`src/rtl/fft_pkg.sv`:
```
// fft_pkg: shared address width, unloader state type and index helpers.
// Contents:
//   ADDR_W          - SRAM word address width (10 bits, up to 1024 points)
//   unload_state_t  - IDLE / ISSUE / DRAIN / DONE
//   points_from_cfg - point count N = 8 << cfg
//   bitrev10        - reverse the low log2n bits of an index, zero-padded to ADDR_W
package fft_pkg;

    localparam int ADDR_W = 10;

    typedef enum logic [1:0] {IDLE, ISSUE, DRAIN, DONE} unload_state_t;

    function automatic logic [10:0] points_from_cfg(input logic [2:0] cfg);
        return 11'd8 << cfg;
    endfunction

    // Reverse all ADDR_W bits, then shift the reversed field down so only the
    // low log2n bits of idx take part (idx < 2**log2n, so upper bits are 0).
    function automatic logic [ADDR_W-1:0] bitrev10(input logic [ADDR_W-1:0] idx,
                                                   input logic [3:0] log2n);
        logic [ADDR_W-1:0] r;
        for (int i = 0; i < ADDR_W; i++)
            r[i] = idx[ADDR_W-1-i];
        return r >> (4'(ADDR_W) - log2n);
    endfunction

endpackage

```
`src/rtl/unload_skid_fifo.sv`:
```
// unload_skid_fifo: synchronous FIFO with occupancy count, used as the skid buffer
// between fixed-latency SRAM reads and the backpressured host port.
// Ports:
//   clk, i_resetn       - clock, asynchronous active-low reset
//   i_push / i_din      - write strobe and word
//   i_pop               - read strobe (ignored when empty)
//   o_dout              - head word, stable until popped
//   o_count / o_empty   - occupancy
module unload_skid_fifo #(
    parameter int W     = 33,
    parameter int DEPTH = 4,
    parameter int CW    = $clog2(DEPTH + 1)
) (
    input  logic          clk,
    input  logic          i_resetn,
    input  logic          i_push,
    input  logic [W-1:0]  i_din,
    input  logic          i_pop,
    output logic [W-1:0]  o_dout,
    output logic [CW-1:0] o_count,
    output logic          o_empty
);
    localparam int PW = $clog2(DEPTH);

    logic [W-1:0]  r_mem [DEPTH];
    logic [PW-1:0] r_wr;
    logic [PW-1:0] r_rd;
    logic [CW-1:0] r_count;
    logic          w_pop;

    assign o_empty = (r_count == '0);
    assign w_pop   = i_pop & ~o_empty;
    assign o_dout  = r_mem[r_rd];
    assign o_count = r_count;

    always_ff @(posedge clk or negedge i_resetn) begin
        if (!i_resetn) begin
            r_wr    <= '0;
            r_rd    <= '0;
            r_count <= '0;
        end else begin
            if (i_push)
                r_wr <= (r_wr == PW'(DEPTH - 1)) ? '0 : r_wr + PW'(1);
            if (w_pop)
                r_rd <= (r_rd == PW'(DEPTH - 1)) ? '0 : r_rd + PW'(1);
            r_count <= r_count + CW'(i_push) - CW'(w_pop);
        end
    end

    always_ff @(posedge clk) begin
        if (i_push)
            r_mem[r_wr] <= i_din;
    end

endmodule

```
`src/rtl/fft_result_unloader.sv`:
```
// fft_result_unloader: streams the finished FFT from the ping-pong result SRAM to the
// host over valid/ready, using a credit-limited skid FIFO to absorb SRAM read latency.
// Build option: define FFT_UNLOAD_BITREV_EN to read in bit-reversed address order
// (host then sees natural order); otherwise addresses are issued 0..N-1.
// Ports:
//   clk, i_resetn                 - clock, asynchronous active-low reset
//   i_point_configuration         - N = 8 << cfg, sampled at arm
//   i_fft_done                    - rising edge arms the unload
//   i_sram_read_register          - bank holding the result, sampled at arm
//   o_sram_rd_en/_bank/_addr      - SRAM read request
//   i_sram_rd_data                - read data, SRAM_LAT cycles after o_sram_rd_en
//   o_data/o_valid/i_ready/o_last - host stream
//   o_busy, o_unload_done         - status
module fft_result_unloader
    import fft_pkg::*;
#(
    parameter int DATA_W     = 32,
    parameter int SRAM_LAT   = 1,
    parameter int FIFO_DEPTH = 4
) (
    input  logic              clk,
    input  logic              i_resetn,
    input  logic [2:0]        i_point_configuration,
    input  logic              i_fft_done,
    input  logic              i_sram_read_register,
    output logic              o_sram_rd_en,
    output logic              o_sram_rd_bank,
    output logic [ADDR_W-1:0] o_sram_rd_addr,
    input  logic [DATA_W-1:0] i_sram_rd_data,
    output logic [DATA_W-1:0] o_data,
    output logic              o_valid,
    input  logic              i_ready,
    output logic              o_last,
    output logic              o_busy,
    output logic              o_unload_done
);
    localparam int CW = $clog2(FIFO_DEPTH + 1);

    if (SRAM_LAT < 1 || SRAM_LAT > 3) begin : g_bad_lat
        $error("fft_result_unloader: SRAM_LAT must be 1..3");
    end
    if (FIFO_DEPTH < SRAM_LAT + 2) begin : g_bad_depth
        $error("fft_result_unloader: FIFO_DEPTH must be >= SRAM_LAT+2");
    end

    unload_state_t       r_state;
    unload_state_t       w_next;
    logic                r_done_q;
    logic [2:0]          r_cfg;
    logic                r_bank;
    logic [10:0]         r_idx;
    logic [SRAM_LAT-1:0] r_pipe;
    logic [SRAM_LAT-1:0] r_tag;
    logic [10:0]         w_n;
    logic                w_arm;
    logic                w_last_idx;
    logic                w_credit;
    logic                w_rd_en;
    logic                w_pop;
    logic                w_empty;
    logic [CW-1:0]       w_count;
    logic [DATA_W:0]     w_dout;
    int                  w_inflight;

    assign w_n        = points_from_cfg(r_cfg);
    assign w_arm      = i_fft_done & ~r_done_q;
    assign w_last_idx = (r_idx == w_n - 11'd1);
    assign o_valid    = ~w_empty;
    assign w_pop      = o_valid & i_ready;
    assign o_data     = o_valid ? w_dout[DATA_W-1:0] : '0;
    assign o_last     = o_valid & w_dout[DATA_W];
    assign o_sram_rd_en   = w_rd_en;
    assign o_sram_rd_bank = r_bank;
    assign o_busy         = (r_state == ISSUE) || (r_state == DRAIN);
    assign o_unload_done  = (r_state == DONE);

`ifdef FFT_UNLOAD_BITREV_EN
    assign o_sram_rd_addr = bitrev10(r_idx[ADDR_W-1:0], {1'b0, r_cfg} + 4'd3);
`else
    assign o_sram_rd_addr = r_idx[ADDR_W-1:0];
`endif

    // Reads still in the SRAM pipe already own a FIFO slot.
    always_comb begin
        w_inflight = 0;
        for (int i = 0; i < SRAM_LAT; i++)
            w_inflight += int'(r_pipe[i]);
    end

    assign w_credit = (int'(w_count) + w_inflight) < FIFO_DEPTH;

    always_comb begin
        w_next  = r_state;
        w_rd_en = 1'b0;
        case (r_state)
            IDLE:  if (w_arm) w_next = ISSUE;
            ISSUE: begin
                w_rd_en = w_credit;
                if (w_credit && w_last_idx) w_next = DRAIN;
            end
            DRAIN: if (w_pop && o_last) w_next = DONE;
            default: w_next = r_state;
        endcase
    end

    always_ff @(posedge clk or negedge i_resetn) begin
        if (!i_resetn) begin
            r_state  <= IDLE;
            r_done_q <= 1'b0;
            r_cfg    <= '0;
            r_bank   <= 1'b0;
            r_idx    <= '0;
            r_pipe   <= '0;
            r_tag    <= '0;
        end else begin
            r_state  <= w_next;
            r_done_q <= i_fft_done;
            if (r_state == IDLE && w_arm) begin
                r_cfg  <= i_point_configuration;
                r_bank <= i_sram_read_register;
                r_idx  <= '0;
            end else if (w_rd_en) begin
                r_idx <= r_idx + 11'd1;
            end
            r_pipe[0] <= w_rd_en;
            r_tag[0]  <= w_rd_en & w_last_idx;
            for (int i = 1; i < SRAM_LAT; i++) begin
                r_pipe[i] <= r_pipe[i-1];
                r_tag[i]  <= r_tag[i-1];
            end
        end
    end

    unload_skid_fifo #(
        .W     (DATA_W + 1),
        .DEPTH (FIFO_DEPTH),
        .CW    (CW)
    ) u_fifo (
        .clk      (clk),
        .i_resetn (i_resetn),
        .i_push   (r_pipe[SRAM_LAT-1]),
        .i_din    ({r_tag[SRAM_LAT-1], i_sram_rd_data}),
        .i_pop    (w_pop),
        .o_dout   (w_dout),
        .o_count  (w_count),
        .o_empty  (w_empty)
    );

endmodule

```
`config.mk`:
```
export PLATFORM = sky130hd
export DESIGN_NAME = fft_result_unloader
export DESIGN_NICKNAME = d
export VERILOG_FILES = /design/src/rtl/fft_pkg.sv /design/src/rtl/unload_skid_fifo.sv /design/src/rtl/fft_result_unloader.sv
export SDC_FILE = /design/constraint.sdc
export NUM_CORES = 1
export LEC_CHECK = 0
export BUFFER_PORTS_ARGS = -buffer_cell sky130_fd_sc_hd__buf_2
export CORE_MARGIN = 4
export CORE_UTILIZATION = 33
export DETAILED_ROUTE_END_ITERATION = 16
export PLACE_DENSITY = 0.48
export SLEW_MARGIN = 10
export SYNTH_ARGS = -nofsm -noshare
export SYNTH_HDL_FRONTEND = slang
export SYNTH_SLANG_ARGS = --single-unit
```
`constraint.sdc`:
```
create_clock -name clk -period 4.4 [get_ports clk]
set_input_delay 0.66 -clock clk [delete_from_list [all_inputs] [get_ports clk]]
set_output_delay 0.66 -clock clk [all_outputs]
set_load 0.01 [all_outputs]
```
After elaboration in Yosys (flattened, before gate mapping)
Memory sizes are Yosys's and may differ from the RTL's. Cells that the tools add are included.

Add/subtract/negate cells: 7. Order comparisons: 1. Muxes and demuxes: 12. Reduce and logical (&&, ||, !) cells: 9. Shifts and indexed selects: 1. Equality and inequality tests: 9. Bitwise logic cells: 7.

Operators with widths (number): 32-bit 2-to-1 mux (1); 11-bit 2-to-1 mux (2); 11-bit by 1-bit adder with 11-bit output (second input constant) (1); 11-bit == test (1); 4-bit by 3-bit << shifter with 11-bit output (first input constant) (1); 11-bit by 1-bit subtractor with 11-bit output (second input constant) (1); 2-bit 2-to-1 mux (5); 2-bit == test (second input constant) (4); 2-bit case mux with 3 select lines (1); 1-bit bitwise AND (5); 2-bit by 1-bit adder with 2-bit output (second input constant) (2); 3-bit by 1-bit adder with 4-bit output (1); 4-bit by 3-bit less-than comparator with 1-bit output (second input constant) (1); 2-bit by 1-bit inequality test with 1-bit output (second input constant) (2); 4-bit AND reduction (1); 3-bit by 1-bit adder with 3-bit output (1); 1-bit logical AND (3); 3-bit zero test (1); 1-bit 2-to-1 mux (3); 3-bit nonzero test (1); 3-bit by 1-bit subtractor with 3-bit output (1); 2-bit by 1-bit == test with 1-bit output (second input constant) (1); 2-bit zero test (1); 2-bit inequality test (second input constant) (1); 3 further kinds (4).

Logic and storage cells: 57. Memory bits (writable): 132. Input bits: 40. Bits in registers: 27. Memories kept: 1. Output and inout bits: 48.

Memory list: u_fifo.r_mem (depth 4, width 33, read ports 1, clocked after Yosys merged registers in 0, wr ports 1, line unload_skid_fifo.sv:25) `logic [W-1:0] r_mem [DEPTH];`.

Depth between registers and ports, before layout
Gate-level depths: netlist of the first run.

Depth in word-level cells: 6. Gate-level depth with buffers: 10.

Cells and area by module
Synthesis of the first run repeated with hierarchy kept, for this count alone.

Cell total of the unflattened synthesis: 369. Area total of the unflattened synthesis: 6603.8 um^2.

Modules (own cells, without submodules): unload_skid_fifo (times used 1, cells each 210, area each 5230.0 um^2); fft_result_unloader (times used 1, cells each 159, area each 1373.8 um^2).

Worst setup path after synthesis of the first run
Ideal clock, no wire load.

Path kind: reg2reg. Start point: reg u_fifo.r_count[1], in the netlist u_fifo.o_count[1]. End point: reg u_fifo.r_count[2], in the netlist u_fifo.o_count[2]. Cell stages (with the launch flop): 11. Slack: 2.170 ns. Arrival time: 2.108 ns. Required time: 4.278 ns. Cell sequence: dfrtp_1 or3_1 clkbuf_1 nand2_1 inv_1 ha_1 inv_1 ha_1 inv_1 fa_1 xor2_1.

Word-level cells in the longest chain between the ends: 5.

RTL lines: start: declaration (line unload_skid_fifo.sv:28) `logic [CW-1:0] r_count;`; start signal: assignment (line unload_skid_fifo.sv:46) `r_count <= r_count + CW'(i_push) - CW'(w_pop);`; 3-bit zero test (*) (line unload_skid_fifo.sv:31) `assign o_empty = (r_count == '0);`; 1-bit inverter (*) (line unload_skid_fifo.sv:32, fft_result_unloader.sv:68); 1-bit bitwise AND (line fft_result_unloader.sv:69) `assign w_pop = o_valid & i_ready;`; 1-bit bitwise AND (*) (line unload_skid_fifo.sv:32) `assign w_pop = i_pop & ~o_empty;`; named net u_fifo.w_pop (line unload_skid_fifo.sv:29) `logic w_pop;`; 3-bit by 1-bit subtractor with 3-bit output (*) (line unload_skid_fifo.sv:46).

Mark *: on every way through the listed nets, which the timed path passes. The rest lies on a longest branch. A chain may end at the register's enable or synchronous reset.

Final worst setup path of the first run
Start point: reg u_fifo.r_rd[0]. End point: out o_data[21].

Word-level cells in the longest chain between the ends: 2.

RTL lines: start: declaration (line unload_skid_fifo.sv:27) `logic [PW-1:0] r_rd;`; start signal: assignment (line unload_skid_fifo.sv:45) `r_rd <= (r_rd == PW'(DEPTH - 1)) ? '0 : r_rd + PW'(1);`; memory read 4 x 33 bit; 32-bit 2-to-1 mux (line fft_result_unloader.sv:70) `assign o_data = o_valid ? w_dout[DATA_W-1:0] : '0;`; end: declaration (line fft_result_unloader.sv:30) `output logic [DATA_W-1:0] o_data,`.

No other way between the ends.

==> results of run 1 <==
[synth_stat cells (all sizes together) (3+ instances only)]
| master | n | area, um^2 |
|---|---|---|
| edfxtp | 132 | 3960 |
| and2 | 42 | 263 |
| mux4 | 33 | 747 |
| dfrtp | 27 | 676 |
| buf | 18 | 121 |
| ha | 14 | 175 |
| inv | 14 | 52.6 |
| nor2 | 13 | 51.3 |
| clkbuf | 12 | 45.0 |
| xor2 | 11 | 96.3 |
| nand4 | 10 | 62.6 |
| nand2 | 7 | 26.3 |
| nand3 | 6 | 30.0 |
| o21ai | 6 | 30.0 |
| and3 | 5 | 31.3 |
| mux2 | 5 | 56.3 |
| and4 | 3 | 26.3 |
| nor3 | 3 | 15.0 |
[registers in the layout, indices dropped and copies added, names as in the netlist]
| signal | cells |
|---|---|
| r_state | 2 |
| o_sram_rd_bank | 1 |
| r_cfg | 3 |
| u_fifo.r_rd | 2 |
| u_fifo.o_count | 3 |
| u_fifo.r_mem | 132 |
| r_pipe | 1 |
| r_done_q | 1 |
| u_fifo.r_wr | 2 |
| r_idx | 11 |
| r_tag | 1 |
[routing by layer]
layer / vias to the layer above / track usage [%] / share of wire [%]
met5: - / 0 / 0.15
met4: 4 / 3.71 / 0.94
met3: 12 / 4.30 / 4.7
met2: 66 / 21.0 / 51
met1: 1799 / 15.3 / 43
li1: 1629 / - / -
[layout make-up]
type,count,area (um^2)
clock buffers,19,433
clock inverters,13,211
fillers,1832,11700
inverters,14,52.6
multi-input cells,185,1840
flip-flops and latches,159,4640
well taps,265,332
repair buffers,91,465
[worst paths after layout]
| check | end | slack [ps] | cells past startpoint |
|---|---|---|---|
| max in group asynchronous | u_fifo.r_rd[1] | 3670 | 1 |
| worst min-delay path | r_idx[5] | 260 | 1 |
| worst max register to register | u_fifo.o_count[2] | 1880 | 10 |
| worst min register to register | u_fifo.r_mem[2][32] | 500 | 0 |
| worst max-delay path | o_data[21] | 1480 | 4 |
| min in group clk | r_done_q | 350 | 1 |
[power breakdown]
part,switching (mW),total (mW),internal (mW)
Sequential,0.122,1.78,1.66
Combinational,0.446,0.982,0.536
Clock,0.594,1.60,1.01
Total,1.16,4.36,3.20
[worst max-delay path: cells and delay by family (launching register included)]
| kind | cells | cell delay, ps |
|---|---|---|
| multiplexers | 1 | 540 |
| buffers and inverters | 2 | 520 |
| flip-flops | 1 | 600 |
| AND/OR/NAND/NOR | 1 | 180 |
[kinds of logic after synthesis]
| logic type | count (synthesis) | share of synthesized area, % |
|---|---|---|
| simple gates | 99 | 8.66 |
| mux | 40 | 12.3 |
| compound gates | 19 | 1.94 |
| xor+xnor | 12 | 1.57 |
| flops | 159 | 69.3 |
| fa+ha+maj | 15 | 2.92 |
| buf+inv | 44 | 3.27 |
[stage by stage]
step / util (%) / cells
floorplan: - / 388
global placement: 37.2 / 714
detailed placement: 37.2 / 714
CTS: 40.4 / 746
global route: 40.4 / 746
finish: 40.4 / 746
==> summary.txt, run 1 <==
Setup path
  – Worst Setup SP: u_fifo.r_rd[0]
  – Crit-path max FO: 14
  – Critical Path End Type: output pin
  – Slowest cell on the critical path: dfrtp_2
  – R2R Path Start: u_fifo.o_count[1]
  – CP max stage delay: 600 ps
  – Worst path required time: 3740 ps
  – Worst Setup Start Kind: flop
  – Arrival time worst endpoint: 2260 ps
  – WS Path Type: flop to output pin
  – CP Cell Sequence: buf_4, mux4_2, and2_1, buf_2

Die
  – FP Rows: 51
  – Boundary Pins: 88
  – Core ar.: 19,700 um^2
  – Die height: 150 um
  – Die area: 22,600 um^2
  – Die width: 150 um
  – Initial Util: 33.9%

Place
  – DP Worst Slack: 1840 ps
  – Gpl congestion: 0.740
  – HPWL after detailed placement: 8100 um
  – I/O Buffers: 87
  – Area after DPL: 7330 um^2

Flow run
  – Maxcap violations: 0

CTS
  – # hold bufs at CTS: 0
  – Clock Tree Buf Depth: 2
  – Cts repair resizes: 0
  – CTS tree: built
  – Post-CTS Setup Bufs: 0
  – # H-tree levels: 4
  – Clk slew on worst S/H paths: 70 ps
  – Clock Latency Late Sink: 430 ps
  – Sink Count: 159
  – Root Driver: clkbuf_16
  – CTS buffer count: 17

Routing
  – DRT Wirelength: 13,600 um
  – Vias/cell: 4.71
  – Via Count: 3,510
  – Initial DRC Count: 119
  – Routed wire per std cell: 18.2 um
  – Router iterations before antenna repair: 4
  – # DRC: 0
  – DRT antenna net count: 0

STA
  – FMAX: 343 MHz
  – Final worst setup slack: 1480 ps
  – Relative slew slack: 33.7%
  – Fin crit period: 2920 ps
  – Pins Over Slew Limit: 0
  – Slew @ Worst Pin: 995 ps
  – Final hold violation count: 0
  – Setup TNS: 0 ps
  – Final Cycle Share: 66.3%
  – # setup viols final: 0
  – Skew final: 12.2 ps
  – WHS: 259 ps
  – RSZ-0062 raised after global routing: false

Synth
  – Top FF cell, synth: edfxtp_1
  – Async set or reset register ratio after synthesis: 17.0%
  – Synth Instances: 388
  – Mapped Area: 6690 um^2
  – Synth warn: 0
  – Syn_nets: 443
  – Post-synth EDFFs: 132
  – Distinct cells, synth: 43
  – Avg Cell Area, Syn: 17.2 um^2
  – Sequential element share of the synthesized area: 69.3%
  – Seq cells post-synth: 159

Final layout
  – Most frequent cells in the layout: edfxtp_1 (132), buf_2 (87), and2_1 (38)
  – Commonest non-fill, non-tap cell in the layout: edfxtp_1
  – Layout overhead on the synthesized area: 19.2%
  – Cell area after layout: 7970 um^2
  – Inserted Diodes: 0
  – Number of nets in the layout: 523
  – Layout cells sized above 1: 34.7%

Global route
  – Largest net degree at the start of global routing: 37
  – Vias in the first global route: 3,776
  – GR Overflow Total: 0
  – Total GRT Usage: 12.5%
  – Initial antenna violation count: 2
  – First-pass GRT wire length: 21,000 um

Pwr
  – Pwr dens: 547 nW/um^2
  – Power after layout: 4.36 mW
  – P_leak: 2.82 nW
  – Worst VDD drop: 0.322 mV

Hold path
  – Worst hold-check path type: primary input to async pin

Status
  – Status: complete, no violations
No activity file was read; power rests on OpenSTA's default activity.
==> inputs of run 2 (changes only) <==
ABC_AREA = 1   (was default)
PLACE_DENSITY = 0.49   (was 0.48)
clock period = 2.5 ns   (was 4.4 ns; I/O delays follow)
==> summary.txt, run 2 <==
Status
  – Status: complete, no violations (unchanged)

Setup path
  – Arrival time worst endpoint: 1870 ps (was 2260 ps)
  – Crit-path max FO: 17 (was 14)
  – Worst Setup Start Kind: flop (unchanged)
  – WS Path Type: flop to output pin (unchanged)
  – RR Endpoint: u_fifo.r_mem[1][3] (was u_fifo.o_count[2])
  – R2R Path Start: u_fifo.r_wr[1] (was u_fifo.o_count[1])
  – Critical Path End Type: output pin (unchanged)
  – Worst R2R Path Depth: 5 (was 10)
  – R2R setup slack: 510 ps (was 1880 ps)
  – Worst path required time: 2120 ps (was 3740 ps)
  – CP max stage delay: 500 ps (was 600 ps)
  – Slowest cell on the critical path: dfrtp_2 (unchanged)
  – CP Cell Sequence: clkinv_1, buf_4, nor2_1, o21ai_0, a21oi_1, buf_2 (was buf_4, mux4_2, and2_1, buf_2)
  – Worst Setup SP: u_fifo.r_rd[1] (was u_fifo.r_rd[0])
  – Setup crit end: o_data[15] (was o_data[21])

Synth
  – Synth warn: 0 (unchanged)
  – Leading area contributor after synthesis: edfxtp_1 (unchanged)
  – Post-synth EDFFs: 132 (unchanged)
  – Seq cells post-synth: 159 (unchanged)
  – Sequential element share of the synthesized area: 67.9% (was 69.3%)
  – Distinct cells, synth: 30 (was 43)
  – Most common cell in the netlist: nor2_1 (was edfxtp_1)
  – Top cell type's share of synthesized area: 58.0% (was 59.2%)
  – Async set or reset register ratio after synthesis: 17.0% (unchanged)
  – Synth cell count leaders: nor2_1 (144), edfxtp_1 (132), o21ai_0 (75) (was edfxtp_1 (132), and2_1 (42), mux4_2 (32))
  – Mapped Area: 6830 um^2 (was 6690 um^2)
  – Syn_nets: 673 (was 443)
  – Avg Cell Area, Syn: 11.1 um^2 (was 17.2 um^2)
  – Area contributors post-synth: edfxtp_1 (58%), dfrtp_1 (9.9%), nor2_1 (7.9%) (was edfxtp_1 (59%), mux4_2 (11%), dfrtp_1 (10%))
  – Synth Instances: 618 (was 388)
  – Top FF cell, synth: edfxtp_1 (unchanged)

Final layout
  – Layout overhead on the synthesized area: 19.1% (was 19.2%)
  – Most frequent cells in the layout: nor2_1 (144), edfxtp_1 (132), buf_2 (87) (was edfxtp_1 (132), buf_2 (87), and2_1 (38))
  – Layout cells sized above 1: 20.1% (was 34.7%)
  – Biggest register: u_fifo.r_mem (unchanged)
  – Commonest non-fill, non-tap cell in the layout: nor2_1 (was edfxtp_1)
  – Fin util: 40.1% (was 40.4%)
  – Max reg flops: 132 (unchanged)
  – Biggest regs: u_fifo.r_mem (132), r_idx (11) (unchanged)
  – Inserted Diodes: 0 (unchanged)
  – Number of nets in the layout: 760 (was 523)
  – Filler-free cell count of the finished design: 988 (was 746)

Pwr
  – Clock network power share: 26.4% (was 36.8%)
  – Psw: 3.59 mW (was 1.16 mW)
  – Sequential power share: 37.4% (was 40.7%)
  – P_int: 6.13 mW (was 3.20 mW)
  – Combinational share of power: 36.2% (was 22.5%)
  – P_leak: 3.19 nW (was 2.82 nW)
  – Switching Fraction: 36.9% (was 26.6%)
  – Pwr dens: 1200 nW/um^2 (was 547 nW/um^2)
  – Worst VDD drop: 0.685 mV (was 0.322 mV)
  – Power after layout: 9.73 mW (was 4.36 mW)

CTS
  – # H-tree levels: 4 (unchanged)
  – Clock Latency Late Sink: 420 ps (was 430 ps)
  – Clk slew on worst S/H paths: 60 ps (was 70 ps)
  – Root Driver: clkbuf_16 (unchanged)
  – Sink Count: 159 (unchanged)
  – CTS buffer count: 17 (unchanged)
  – CTS tree: built (unchanged)
  – Clock Tree Buf Depth: 2 (unchanged)

Global route
  – First-pass GRT wire length: 26,500 um (was 21,000 um)
  – Initial antenna violation count: 1 (was 2)
  – GR Overflow Total: 0 (unchanged)
  – Largest net degree at the start of global routing: 39 (was 37)
  – Total GRT Usage: 14.5% (was 12.5%)
  – Vias in the first global route: 4,715 (was 3,776)
  – Gr busiest metal: met2 (unchanged)
  – Met3 usage: 4.49% (was 4.30%)
  – GRT met2 Usage: 22.9% (was 21.0%)
  – Grt met1 use: 19.4% (was 15.3%)

STA
  – Slew @ Worst Pin: 720 ps (was 995 ps)
  – Final hold violation count: 0 (unchanged)
  – Final Cycle Share: 90.0%
  – Relative slew slack: 51.7% (was 33.7%)
  – Pins Over Slew Limit: 0 (unchanged)
  – RSZ-0062 raised after global routing: false (unchanged)
  – FMAX: 444 MHz
  – Skew final: 11.5 ps (was 12.2 ps)
  – Fin crit period: 2250 ps
  – # setup viols final: 0 (unchanged)
  – Setup TNS: 0 ps (unchanged)

Routing
  – Vias/cell: 4.73 (was 4.71)
  – Routed wire per std cell: 16.7 um (was 18.2 um)
  – DRT antenna net count: 0 (unchanged)
  – Router iterations before antenna repair: 4 (unchanged)
  – Initial DRC Count: 209 (was 119)
  – Via Count: 4,677 (was 3,510)
  – # DRC: 0 (unchanged)
  – DRT Wirelength: 16,500 um (was 13,600 um)

Place
  – I/O Buffers: 87 (unchanged)
  – Placed Instances: 955 (was 714)
  – HPWL after detailed placement: 10,400 um (was 8100 um)
  – Gpl congestion: 0.815 (was 0.740)

Die
  – Die area: 23,100 um^2 (was 22,600 um^2)
  – Core ar.: 20,300 um^2 (was 19,700 um^2)
  – Boundary Pins: 88 (unchanged)
  – FP Rows: 52 (was 51)
  – Die height: 152 um (was 150 um)
  – Die width: 152 um (was 150 um)
  – Initial Util: 33.7% (was 33.9%)

Flow run
  – Maxcap violations: 0 (unchanged)

Hold path
  – Worst hold-check path type: primary input to flop (was primary input to async pin)
-- run 2: cell types whose count changed after synthesis, sizes merged, moves of 33 or more --
cell	before	now
a21oi	2	40
nand2	7	67
o21ai	6	76
and2	42	0
nor2	13	146
mux4	33	0
-- run 2: power by group through the flow --
stage	combinational (mW)	sequential, mW	clock (mW)
5_1_grt	4.00	3.69	2.76
6_report	3.52	3.64	2.57
3_5_place_dp	3.59	3.69	0
3_3_place_gp	3.55	3.66	0
2_1_floorplan	2.31	3.59	0
4_1_cts	3.61	3.63	2.64
-- run 2: stage by stage --
| stage | worst slack [ps] | instance area [um^2] | hold slack [ps] |
|---|---|---|---|
| floorplan | 590 | 6830 | 79.4 |
| global placement | 503 | 7550 | 429 |
| detailed placement | 452 | 7550 | 444 |
| CTS | 68.8 | 8140 | 60.2 |
| global route | 90.6 | 8140 | 70.5 |
| finish | 250 | 8140 | 82.0 |
-- run 2: critical path, delay by kind of cell (launching register included) --
| family | cells | cell delay [ps] |
|---|---|---|
| buf+inv | 3 | 530 |
| flops | 1 | 500 |
| simple gates | 1 | 120 |
| compound gates | 2 | 310 |
-- run 2: layout make-up --
class,instances,area [um^2]
multi-input combinational,382,1840
inverter,40,150
clock buffer,21,440
fill,1999,12200
sequential,159,4640
timing repair buffer,105,586
tap,270,338
clock inverter,11,141
-- run 2: cells by family after synthesis --
family	synth area share, %
buffers and inverters	5.16
and+or+nand+nor	15.0
DFF	67.9
xor gates and xnor gates	0.385
adders and majority gates	2.86
AOI/OAI and AO/OA	8.70
-- run 2: worst min path at each step --
stage	slack, ps	start	endpoint	cells past startpoint
4_1_cts	60	i_fft_done	r_done_q	1
5_1_grt	70	i_fft_done	r_done_q	1
2_1_floorplan	80	i_resetn	o_sram_rd_bank	0
6_report	80	i_fft_done	r_done_q	1
3_5_place_dp	440	i_resetn	o_sram_rd_bank	1
3_3_place_gp	430	i_resetn	o_sram_rd_bank	1
-- run 2: per-layer routing --
| metal | share of wire (%) | up-vias |
|---|---|---|
| met5 | 0.079 | - |
| met4 | 0.94 | 2 |
| met3 | 5.5 | 16 |
| met2 | 48 | 116 |
| met1 | 45 | 2269 |
| li1 | - | 2274 |
-- run 2: timing repair --
item	in CTS	in global routing
resized for setup	0	1
buffers inserted	0	0
hold buffers	1	0
setup endpoints to repair	0	13
hold endpoints to repair	27	0
